[src/rtl/csa_resolve_adder.sv]
// csa_resolve_adder: pipelined, segmented carry-propagate adder that collapses
// a carry-save pair (in_c, in_s) into one binary sum, resolving SEG_LEN bits
// per stage. A global stall (advance) gives the consumer backpressure control.
module csa_resolve_adder #(
  parameter int BIT_LEN = 21,
  parameter int SEG_LEN = 8,
  parameter int NUM_SEG = (BIT_LEN + SEG_LEN - 1) / SEG_LEN
) (
  input  logic               clk,
  input  logic               reset,
  input  logic               in_valid,
  output logic               in_ready,
  input  logic [BIT_LEN-1:0] in_c,
  input  logic [BIT_LEN-1:0] in_s,
  output logic               out_valid,
  input  logic               out_ready,
  output logic [BIT_LEN:0]   out_sum
);

  // The top slice adder is built at its true width instead of zero-extending
  // it to SEG_LEN: its carry-out then lands exactly on bit BIT_LEN, which is
  // the same value the zero-extended slice would produce there.
  localparam int TOP_W = BIT_LEN - (NUM_SEG - 1) * SEG_LEN;

  logic advance;

  // Stage k holds valid, resolved sum bits [HI-1:0], the carry out of slice k
  // and the still-unresolved c/s bits [BIT_LEN-1:HI].
  for (genvar k = 0; k < NUM_SEG; k++) begin : g_stage
    localparam int LO = k * SEG_LEN;
    localparam int SW = (k == NUM_SEG - 1) ? TOP_W : SEG_LEN;
    localparam int HI = LO + SW;

    logic          v_q, v_d, v_in;
    logic          cy_q, cy_d, cin;
    logic [SW-1:0] op_c, op_s;
    logic [SW:0]   add;
    logic [HI-1:0] sum_in, sum_q, sum_d;

    if (k == 0) begin : g_src
      assign v_in   = in_valid;
      assign op_c   = in_c[SW-1:0];
      assign op_s   = in_s[SW-1:0];
      assign cin    = 1'b0;
      assign sum_in = add[SW-1:0];
    end else begin : g_src
      assign v_in   = g_stage[k-1].v_q;
      assign op_c   = g_stage[k-1].g_rem.c_q[SW-1:0];
      assign op_s   = g_stage[k-1].g_rem.s_q[SW-1:0];
      assign cin    = g_stage[k-1].cy_q;
      assign sum_in = {add[SW-1:0], g_stage[k-1].sum_q};
    end

    // Slice adder: operand slice k plus the carry from the previous slice.
    always_comb begin
      add = {1'b0, op_c} + {1'b0, op_s} + {{SW{1'b0}}, cin};
    end

    // Next state: load from the predecessor on advance, otherwise hold.
    always_comb begin
      v_d   = v_q;
      cy_d  = cy_q;
      sum_d = sum_q;
      if (advance) begin
        v_d   = v_in;
        cy_d  = add[SW];
        sum_d = sum_in;
      end
    end

    // Stage registers; reset clears valid and data alike.
    always_ff @(posedge clk or posedge reset) begin
      if (reset) begin
        v_q   <= 1'b0;
        cy_q  <= 1'b0;
        sum_q <= '0;
      end else begin
        v_q   <= v_d;
        cy_q  <= cy_d;
        sum_q <= sum_d;
      end
    end

    // Unresolved operand bits travel alongside until their slice is reached.
    if (k < NUM_SEG - 1) begin : g_rem
      localparam int RW = BIT_LEN - HI;

      logic [RW-1:0] c_in, s_in, c_q, c_d, s_q, s_d;

      if (k == 0) begin : g_in
        assign c_in = in_c[BIT_LEN-1:HI];
        assign s_in = in_s[BIT_LEN-1:HI];
      end else begin : g_in
        assign c_in = g_stage[k-1].g_rem.c_q[BIT_LEN-LO-1:SW];
        assign s_in = g_stage[k-1].g_rem.s_q[BIT_LEN-LO-1:SW];
      end

      // Next operand state: shift forward on advance, otherwise hold.
      always_comb begin
        c_d = c_q;
        s_d = s_q;
        if (advance) begin
          c_d = c_in;
          s_d = s_in;
        end
      end

      // Operand registers.
      always_ff @(posedge clk or posedge reset) begin
        if (reset) begin
          c_q <= '0;
          s_q <= '0;
        end else begin
          c_q <= c_d;
          s_q <= s_d;
        end
      end
    end
  end

  assign out_valid = g_stage[NUM_SEG-1].v_q;
  assign out_sum   = {g_stage[NUM_SEG-1].cy_q, g_stage[NUM_SEG-1].sum_q};

  // Global stall: the whole pipeline moves only when the output slot frees up.
  always_comb begin
    advance  = !out_valid || out_ready;
    in_ready = advance;
  end

endmodule

[config.mk]
export PLATFORM = sky130hd
export DESIGN_NAME = csa_resolve_adder
export DESIGN_NICKNAME = d
export VERILOG_FILES = /design/src/rtl/csa_resolve_adder.sv
export SDC_FILE = /design/constraint.sdc
export NUM_CORES = 1
export LEC_CHECK = 0
export BUFFER_PORTS_ARGS = -buffer_cell sky130_fd_sc_hd__buf_2
export CAP_MARGIN = 20
export CORE_MARGIN = 2
export CORE_UTILIZATION = 60
export DETAILED_ROUTE_END_ITERATION = 10
export HOLD_SLACK_MARGIN = 0.08
export MAX_ROUTING_LAYER = met4
export PLACE_DENSITY_LB_ADDON = 0.2
export SETUP_SLACK_MARGIN = 0.1
export SYNTH_ARGS = -nofsm -noshare
export SYNTH_HDL_FRONTEND = slang
export SYNTH_SLANG_ARGS = --single-unit
[constraint.sdc]
create_clock -name clk -period 6.95 [get_ports clk]
set_input_delay 1.0425 -clock clk [delete_from_list [all_inputs] [get_ports clk]]
set_output_delay 1.0425 -clock clk [all_outputs]
set_load 0.05 [all_outputs]
==> impl_results.md, run 1 <==
* Final worst-path cycle share at 0.489
* Site Rows at 30
* HP Class: reg -> reg
* Post-Syn Nets at roughly 500
* Most numerous cell in the Yosys netlist: nand2_1
* CTS tree: yes
* First-pass GRT wire length at 12800 um
* Dpl cells at 576
* WHS at ~0.46 ns
* Internal power at approximately 1200 uW
* GP Congestion at between 0.8 and 0.9
* Synth area leader: dfrtp_1
* Global route overflow at 0
* Final wirelength at around 7300 um
* Post-synthesis sequential area ratio at 0.531
* Sw power at between 800 and 900 uW
* 1st-pass router iterations at 4
* Count of flip-flops with a built-in enable after synthesis at 0
* Asr flop ratio synth at 1.00
* Final setup fails at 0
* Initial Util at 0.610
* CORE AREA at about 6700 um^2
* IO buf count at between 60 and 70
* Routed vias/inst at between 5 and 6
* Cts repair resizes at 0
* Hpwl dp at between 4000 and 5000 um
* Vias in the first global route at between 2000 and 3000
* R2R Setup Slk at roughly 4.5 ns
* Crit Path Max Fanout at 105
* Die Ht at roughly 87 um
* Post-synthesis register bit count at slightly below 90
* Post-Syn Area at roughly 4100 um^2
* Worst-Skew Late Latency at 0.35 ns
* Sink Count at 87
* Switching Fraction at 0.415
* Sum Neg Setup Slack at 0 ns
* Chip width at approximately 87 um
* Relative slew slack at 0.355
* Yosys warns at 0
* Cell Count, Final, Fillers Out at between 500 and 600
* Post-CTS Setup Inserts at 0
* Worst Reg-to-Reg Cells at 7
* Combinational cell fraction of total power at 0.412
* Crit path DAT at about 2.4 ns
* Top-area cell type share of the netlist area at 0.531
* Synth Instances at between 400 and 500
* Routed len/inst at 12.4 um
* Setup repair after global routing missed its margin: false
* Final ANT Viol Nets at 0
* Yosys cell types at 36
* Commonest cells in the netlist: nand2_1, dfrtp_1, ha_1
* Clk pwr share at 0.199
* Clock Tree Buf Depth at 2
* Crit Reg-Reg Endpoint: g_stage[1].sum_q[13]$_DFFE_PP0P_
* Power density cells at approximately 440 nW/um^2
* Crit path kind: in -> out
* Max VDD drop at 166 uV
* Worst endpoint required time at just under 6 ns
* Final Max Slew Viols at 0
* Die ar. at ~7500 um^2
* Largest net degree at the start of global routing at between 100 and 150
* Clk slew on worst S/H paths at 0.08 ns
* Drt drc at 0
* IO Pins at 70
* Worst Tran Pin Value at just under 1 ns
* Worst Setup End Kind: output pin
* Diodes inserted at 0
* WHS Path Cells at 2
* Reg power frac at 0.389
* H-tree depth at 3
* Clock Skew at slightly below 0.008 ns
* Critical Path Source Type: input pin
* Tot GR Track Use at 0.222
* F_max at around 0.3 GHz
* Fin. Hold Viols at 0
* Pleak at ~0.0025 uW
* Hold_buf cts at 0
* Syn Area/Cell at 9.21 um^2
* Critical R2R Launch: out_valid$_DFFE_PP0P_
* Status: complete, no violations
* CTS buffer count at 9
* Maxcap violations at 0
* Area delta synth->final at 15.3%
* Hold endpoint: g_stage[1].v_q$_DFFE_PP0P_
* Minimum clock period at about 3.4 ns
* 1st-iter DRT viols at 175
* Initial antenna violation count at 0
* Layout Nets at 578
* Share of cells above drive strength 1 at 0.181
* CP Launch Point: out_ready
* Synth top area cells: dfrtp_1, nand2_1, ha_1
* Root Buffer: clkbuf_8
* Hold Startpoint: g_stage[1].v_q$_DFFE_PP0P_
* Via count at between 3000 and 4000
* Dominant synthesized flop cell: dfrtp_1
[cell usage in the layout (no fill, tap or decap), types with 2 or more instances in the layout]
cell type	netlist	routed
ha_1	19	19
a211oi_2	2	2
o31ai_1	5	5
o31a_1	4	4
buf_2	11	69
o22a_1	2	2
xnor2_1	4	4
clkinv_2	0	3
nor3_1	8	8
bufinv_16	0	3
o21ai_0	12	12
fa_1	5	5
or3_1	2	2
a221oi_1	4	4
a211oi_1	8	8
dfrtp_1	87	87
nand2_1	217	217
o21a_1	2	2
clkbuf_8	0	9
inv_1	3	2
nor4b_1	2	2
a21o_1	7	7
mux2i_1	3	3
buf_4	1	3
o21bai_1	3	3
nor3b_1	6	6
nor2_1	5	5
a21oi_1	2	2
nand2b_1	5	5
[power by group through the flow]
| stage | sequential, uW | clock [uW] | combinational (uW) |
|---|---|---|---|
| final | 807 | 412 | 855 |
| after global routing | 834 | 439 | 958 |
| after CTS | 809 | 418 | 860 |
| after detailed placement | 819 | 0 | 855 |
| after global placement | 813 | 0 | 834 |
| after floorplan | 1020 | 0 | 473 |
[stage by stage]
stage	utilization	instance area (um^2)	total power [uW]	setup WS, ns
after global placement	0.665	4470	1650	3.57
final	0.704	4730	2070	3.55
after CTS	0.700	4700	2090	3.55
after detailed placement	0.665	4470	1670	3.55
after floorplan	-	4100	1490	3.66
after global routing	0.704	4730	2230	3.43
[worst max-delay path, cell delays in order]
cell	delay, ns
buf_2	0.11
nor2b_4	0.09
buf_4	0.74
inv_2	0.09
buf_2	0.25
[cells by family after synthesis]
logic type               Yosys count  share of synthesized area
AO/OA/AOI/OAI                     53                     0.0946
XOR/XNOR                           5                     0.0107
adder cells (fa/ha/maj)           24                     0.0824
buffers and inverters             25                     0.0290
flip-flops                        87                      0.531
multiplexers                       3                    0.00732
AND/OR/NAND/NOR                  248                      0.245
[layer usage]
metal | track usage | vias to the layer above | part of all wire
li1 | - | 1589 | -
met1 | 0.291 | 1436 | 0.48
met2 | 0.343 | 61 | 0.46
met3 | 0.0362 | 12 | 0.032
met4 | 0.101 | 0 | 0.021
met5 | - | - | 0
[how the worst max path moves through the flow]
| stage | end | cells past startpoint |
|---|---|---|
| after detailed placement | in_ready | 5 |
| final | in_ready | 5 |
| after global routing | in_ready | 5 |
| after floorplan | g_stage[0].cy_q$_DFFE_PP0P_ | 1 |
| after CTS | in_ready | 5 |
| after global placement | in_ready | 5 |
[sequential cells by signal, indices dropped and copies added (netlist names)]
| register | cells |
|---|---|
| g_stage.sum_q | 45 |
| g_stage.v_q | 2 |
| g_stage.g_rem.s_q | 18 |
| out_valid | 1 |
| g_stage.g_rem.c_q | 18 |
| g_stage.cy_q | 3 |
[cell type report]
cell class | count | area [um^2]
sequential | 87 | 2180
fill | 554 | 1990
multi-input combinational | 333 | 1800
timing repair buffer | 73 | 395
clock buffer | 10 | 128
clock inverter | 6 | 109
tap | 80 | 100
inverter | 4 | 16.3
Power figures use the tool's default switching activity.
==> run 2, diff against run 1 <==
--- a/config.mk
+++ b/config.mk
@@ -8,7 +8,7 @@
 export BUFFER_PORTS_ARGS = -buffer_cell sky130_fd_sc_hd__buf_2
 export CAP_MARGIN = 20
 export CORE_MARGIN = 2
-export CORE_UTILIZATION = 60
+export CORE_UTILIZATION = 51
 export DETAILED_ROUTE_END_ITERATION = 10
 export HOLD_SLACK_MARGIN = 0.08
 export MAX_ROUTING_LAYER = met4
==> constraint.sdc (replaced) <==
create_clock -name clk -period 3.1 [get_ports clk]
set_input_delay 0.465 -clock clk [delete_from_list [all_inputs] [get_ports clk]]
set_output_delay 0.465 -clock clk [all_outputs]
set_load 0.05 [all_outputs]
==> run 2 against run 1 <==
  * Flip-flop and latch count unchanged
  * Sequential power up 120%
  * Clock skew down 0.00095 ns
  * Clock-buffer cell count up 4
  * Cell area down 0.40%
  * Largest cell class unchanged
  * Final cell count up 3.7%
  * Wire length up 3.4%
  * Core utilization down 9.7 points
  * First-iteration DRC count down 9.1%
==> impl_results.md, run 2 (synthesized netlist as in run 1, its figures left out) <==
* Die ar. at 8770 um^2 (+17%)
* Final wirelength at 7580 um (+3.4%)
* Sw power at 1910 uW (+120%)
* Root Buffer: clkbuf_8
* Die Ht at 93.7 um (+8.1%)
* Setup repair after global routing missed its margin: false
* Fin. Hold Viols at 0 (unchanged)
* Worst Tran Pin Value at 1.01 ns (+0.0416 ns)
* Clock Skew at 0.00695 ns (-0.000952 ns)
* Max VDD drop at 376 uV (+130%)
* Site Rows at 32 (+6.7%)
* Worst-Skew Late Latency at 0.34 ns (about the same)
* Place WS at 0.769 ns (-2.78 ns)
* H-tree depth at 3 (unchanged)
* Initial Util at 0.528 (-0.0824)
* CTS tree: yes
* Combinational cell fraction of total power at 0.425 (+0.013)
* Final worst-path cycle share at 0.751
* Worst Slack Setup Final at 0.771 ns (-2.78 ns)
* Switching Fraction at 0.421 (+0.00603)
* Fin util at 0.606 (-0.0974)
* Most common cell after layout, fill and taps aside: nand2_1
* Chip width at 93.7 um (+8.1%)
* GP Congestion at 0.810 (-0.25%)
* Status: complete, no violations
* Most frequent cells in the layout: nand2_1, dfrtp_1, buf_2, ha_1
* Crit Path Max Fanout at 3 (-97%)
* Hpwl dp at 5210 um (+7.2%)
* Crit path kind: reg -> reg
* CTS buffer count at 9 (unchanged)
* First-pass GRT wire length at 13000 um (+1.8%)
* Drt drc at 0 (unchanged)
* Diodes inserted at 0 (unchanged)
* 1st-iter DRT viols at 159 (-9.1%)
* Final Max Slew Viols at 0 (unchanged)
* Layout Nets at 578 (unchanged)
* IO Pins at 70 (unchanged)
* Cts repair resizes at 0 (unchanged)
* Cell Count, Final, Fillers Out at 615 (+3.7%)
* Hold_buf cts at 0 (unchanged)
* Reg power frac at 0.397 (+0.008)
* Worst endpoint required time at 3.33 ns (-2.58 ns)
* IO buf count at 69 (unchanged)
* Post-CTS Setup Inserts at 0 (unchanged)
* Global route overflow at 0 (unchanged)
* Pleak at 0.00250 uW (-1.0%)
* Fillers at 687 (+24%)
* Clk pwr share at 0.179 (-0.020)
* Crit path DAT at 2.56 ns (+0.20 ns)
* Maxcap violations at 0 (unchanged)
* CORE AREA at 7770 um^2 (+16%)
* 1st-pass router iterations at 6 (+2)
* Share of cells above drive strength 1 at 0.179 (-0.00195)
* Final ANT Viol Nets at 0 (unchanged)
* Area delta synth->final at 14.9%
* HP Class: in -> async
* Worst Setup End Kind: register
* Largest net degree at the start of global routing at 105 (-0.94%)
* Critical Path Source Type: register
* F_max at roughly 0.43 GHz
* Clk slew on worst S/H paths at 0.08 ns (about the same)
* Via count at 3105 (+0.23%)
* Routed vias/inst at 5.05 (-3.4%)
* Sink Count at 87 (unchanged)
* Routed len/inst at 12.3 um (-0.28%)
* Initial antenna violation count at 0 (unchanged)
* Tot GR Track Use at 0.192 (-0.0300)
* Top reg by flops: g_stage.sum_q
* Max reg flops at 45 (unchanged)
* Final setup fails at 0 (unchanged)
* Dpl cells at 599 (+4.0%)
* Post-DP Area at 4500 um^2 (+0.78%)
* Power density cells at 963 nW/um^2 (+120%)
* Clock Tree Buf Depth at 2 (unchanged)
* Sum Neg Setup Slack at 0 ns (unchanged)
* Top flop regs: g_stage.sum_q (45), g_stage.g_rem.c_q (18), g_stage.g_rem.s_q (18)
* Minimum clock period at around 2.3 ns
* Internal power at 2630 uW (+120%)
* Vias in the first global route at 2988 (+2.0%)
* Relative slew slack at 0.328 (-0.0277)
* Design area at 4710 um^2 (-0.40%)
[run 2: cell type report]
cell class / instances / area, um^2 / area share
Multi-Input combinational cell: 333 / 1800 / 0.383
Inverter: 4 / 16.3 / 0.00345
Tap cell: 102 / 128 / 0.0271
Timing Repair Buffer: 73 / 375 / 0.0797
Sequential cell: 87 / 2180 / 0.462
Clock inverter: 2 / 37.5 / 0.00797
Clock buffer: 14 / 173 / 0.0367
[run 2: worst max-delay path, cell delays in order, from the launching register on]
cell	delay [ns]
dfrtp_1	0.41
fa_1	0.47
fa_1	0.45
a211oi_2	0.27
nor2_1	0.09
o31a_1	0.26
o31a_1	0.27
[run 2: path summary, 6_finish.rpt]
| path | slack [ns] | to | cells after the start | startpoint |
|---|---|---|---|---|
| max | 0.77 | g_stage[1].cy_q$_DFFE_PP0P_ | 6 | g_stage[0].cy_q$_DFFE_PP0P_ |
| min | 0.12 | g_stage[1].g_rem.c_q[1]$_DFFE_PP0P_ | 2 | reset |
| max reg2reg | 0.77 | g_stage[1].cy_q$_DFFE_PP0P_ | 6 | g_stage[0].cy_q$_DFFE_PP0P_ |
| min reg2reg | 0.46 | g_stage[2].sum_q[14]$_DFFE_PP0P_ | 2 | g_stage[2].sum_q[14]$_DFFE_PP0P_ |
| max in group asynchronous | 2.21 | g_stage[0].g_rem.c_q[1]$_DFFE_PP0P_ | 3 | reset |
| min in group clk | 0.31 | g_stage[0].g_rem.c_q[4]$_DFFE_PP0P_ | 3 | in_c[12] |
[run 2: stage by stage]
step,power [uW],hold WS (ns)
after global routing,4900,0.151
final,4540,0.122
after CTS,4590,0.130
after floorplan,3340,0.430
after detailed placement,3770,0.449
after global placement,3710,0.445
[run 2: power groups by stage]
stage	registers, uW	logic (uW)	clock network, uW
3_3_place_gp	1810	1900	0
2_1_floorplan	2280	1060	0
5_1_grt	1850	2160	889
4_1_cts	1800	1950	831
3_5_place_dp	1820	1940	0
6_report	1800	1930	811
[run 2: routing by layer]
metal,global-route usage,vias to the layer above,share of wire
met2,0.321,69,0.48
met5,-,-,0
met4,0.0737,0,0.012
li1,-,1585,-
met3,0.0329,7,0.039
met1,0.236,1444,0.47
==> run 3, diff against run 2 <==
==> constraint.sdc (replaced) <==
create_clock -name clk -period 1.9 [get_ports clk]
set_input_delay 0.285 -clock clk [delete_from_list [all_inputs] [get_ports clk]]
set_output_delay 0.285 -clock clk [all_outputs]
set_load 0.05 [all_outputs]
==> run 3 against run 2 <==
  * The flow now finishes with violations (setup timing)
  * Total power rose by 75%
  * Sequential power rose by 64%
  * Clock skew rose by 0.0042 ns
  * Flip-flop and latch count did not move
  * Final cell count rose by 3.6%
  * Critical path depth did not move
  * Sequential share of layout area fell by 2.6 points
  * Critical path type unchanged
  * Highest routed layer unchanged
==> impl_results.md, run 3 (synthesized netlist as in run 1, its figures left out) <==
* Die ar. at 8770 um^2 (unchanged)
* H-tree depth at 3 (unchanged)
* CTS buffer count at 9 (unchanged)
* Fillers at 691 (+0.58%)
* Relative slew slack at 0.689 (+0.362)
* Fin. Hold Viols at 0 (unchanged)
* Crit path largest cell delay at 0.41 ns (-0.06 ns)
* Via count at 3260 (+5.0%)
* F_max at 0.474 GHz (+11%)
* Drt drc at 0 (unchanged)
* Hold Startpoint: in_c[18]
* Worst Tran Pin Value at 0.466 ns (-0.543 ns)
* Layout Nets at 600 (+3.8%)
* 1st-iter DRT viols at 130 (-18%)
* Initial Util at 0.528 (unchanged)
* Root Buffer: clkbuf_8
* Area of the multi-input gates at 1870 um^2 (+3.5%)
* HP Class: in -> reg
* Die Ht at 93.7 um (unchanged)
* Worst-Skew Late Latency at 0.35 ns (about the same)
* Chip width at 93.7 um (unchanged)
* Largest net degree at the start of global routing at 88 (-16%)
* Hold endpoint: g_stage[0].g_rem.c_q[10]$_DFFE_PP0P_
* Clock Skew at 0.0111 ns (+0.00418 ns)
* CTS tree: yes
* Maxcap violations at 0 (unchanged)
* Crit Path Max Fanout at 2 (-1)
* Most common cell after layout, fill and taps aside: nand2_1
* CORE AREA at 7770 um^2 (unchanged)
* Most frequent cells in the layout: nand2_1, dfrtp_1, buf_2, buf_4, ha_1
* Hpwl dp at 5520 um (+5.9%)
* IO Pins at 70 (unchanged)
* Top reg by flops: g_stage.sum_q
* Worst Reg-to-Reg Cells at 6 (unchanged)
* WHS Path Cells at 3
* Final setup fails at 4 (+4)
* Area delta synth->final at 21.8%
* Critical R2R Launch: g_stage[0].g_rem.s_q[0]$_DFFE_PP0P_
* Worst Slack Setup Final at -0.208 ns (-0.978 ns)
* Share of cells above drive strength 1 at 0.237 (+0.0580)
* Global route overflow at 0 (unchanged)
* First-pass GRT wire length at 14000 um (+7.5%)
* Max VDD drop at 695 uV (+85%)
* Clock Tree Buf Depth at 2 (unchanged)
* Worst endpoint required time at 2.13 ns (-1.20 ns)
* R2R Setup Slk at -0.21 ns (-0.98 ns)
* 1st-pass router iterations at 4 (-2)
* Sink Count at 87 (unchanged)
* Tot GR Track Use at 0.207 (+0.0147)
* Final Max Slew Viols at 0 (unchanged)
* GP Congestion at 0.821 (+1.3%)
* FF/Latch Area at 2180 um^2 (unchanged)
* Clk slew on worst S/H paths at 0.09 ns (about the same)
* Vias in the first global route at 3172 (+6.2%)
* Power density cells at 1590 nW/um^2 (+65%)
* Critical path cell sequence: fa_2, fa_2, a211oi_2, nor2_1, o31a_1, o31a_1
* Worst Setup End Kind: register
* Crit Reg-Reg Endpoint: g_stage[1].cy_q$_DFFE_PP0P_
* Final ANT Viol Nets at 0 (unchanged)
* Failing checks: setup timing
* Max reg flops at 45 (unchanged)
* Initial antenna violation count at 0 (unchanged)
* Routed vias/inst at 5.12 (+1.4%)
* IO buf count at 69 (unchanged)
* Minimum clock period at 2.11 ns (-0.222 ns)
* Crit-path slowest cell: dfrtp_1
* Final wirelength at 8110 um (+6.9%)
* Site Rows at 32 (unchanged)
* Top flop regs: g_stage.sum_q (45), g_stage.g_rem.c_q (18), g_stage.g_rem.s_q (18)
* Status: finished with violations
* Final worst-path cycle share at 1.11 (+0.358)
* Critical Path Source Type: register
* Routed len/inst at 12.7 um (+3.3%)
* Place WS at -0.256 ns (-1.03 ns)
* Final Power at 7950 uW (+75%)
* Pleak at 0.00262 uW (+5.1%)
* Setup repair after global routing missed its margin: true
* Crit path kind: reg -> reg
* Diodes inserted at 0 (unchanged)
* Crit path DAT at 2.34 ns (-0.22 ns)
-- run 3: cell type report --
cell class | instances | area share
tap | 102 | 0.0256
multi-input combinational | 333 | 0.374
sequential | 87 | 0.436
inverter | 4 | 0.00376
clock inverter | 5 | 0.0163
clock buffer | 11 | 0.0283
timing repair buffer | 95 | 0.116
-- run 3: per-stage QoR --
stage | std cells | util | hold WS, ns | TNS [ns] | area (um^2)
after global placement | 610 | 0.597 | 0.442 | -0.375 | 4640
final | 637 | 0.643 | 0.117 | -0.543 | 4990
after CTS | 632 | 0.634 | 0.106 | -0.483 | 4920
after floorplan | 445 | - | 0.397 | -0.313 | 4120
after detailed placement | 610 | 0.597 | 0.447 | -0.564 | 4640
after global routing | 637 | 0.643 | 0.109 | -1.02 | 4990
-- run 3: metal layers --
layer	vias to the layer above	GRT usage	wire (um)
met2	61	0.345	4020
met5	-	-	0
met1	1555	0.253	3710
met3	11	0.0377	278
li1	1633	-	-
met4	0	0.0773	107
-- run 3: how the worst max path moves through the flow --
| stage | from | end | cells past startpoint |
|---|---|---|---|
| 6_report | g_stage[0].g_rem.s_q[0]$_DFFE_PP0P_ | g_stage[1].cy_q$_DFFE_PP0P_ | 6 |
| 5_1_grt | g_stage[0].g_rem.s_q[0]$_DFFE_PP0P_ | g_stage[1].cy_q$_DFFE_PP0P_ | 6 |
| 4_1_cts | g_stage[0].cy_q$_DFFE_PP0P_ | g_stage[1].cy_q$_DFFE_PP0P_ | 6 |
| 3_5_place_dp | g_stage[0].g_rem.s_q[0]$_DFFE_PP0P_ | g_stage[1].cy_q$_DFFE_PP0P_ | 6 |
| 3_3_place_gp | g_stage[0].g_rem.s_q[0]$_DFFE_PP0P_ | g_stage[1].cy_q$_DFFE_PP0P_ | 6 |
| 2_1_floorplan | g_stage[0].g_rem.s_q[0]$_DFFE_PP0P_ | g_stage[1].cy_q$_DFFE_PP0P_ | 6 |
-- run 3: where the power goes --
group          total (uW)  switching, uW  internal (uW)
clock                1440            659            778
sequential           2950            403           2550
combinational        3560           2270           1290
-- run 3: critical path: cells and delay by family (launching register included) --
family	cells	cell delay [ns]
AO/OA/AOI/OAI	3	0.76
adder cells (fa/ha/maj)	2	0.76
AND/OR/NAND/NOR	1	0.08
flip-flops	1	0.41
-- run 3: what timing repair did --
action / 4_1_cts / 5_1_grt
buffers inserted: 6 / 5
gates resized for setup: 6 / 5
gates cloned: 0 / 0
setup endpoints to repair: 6 / 8
pin swaps: 14 / 6
hold buffers: 1 / 0
endpoints found under the hold margin: 29 / 0
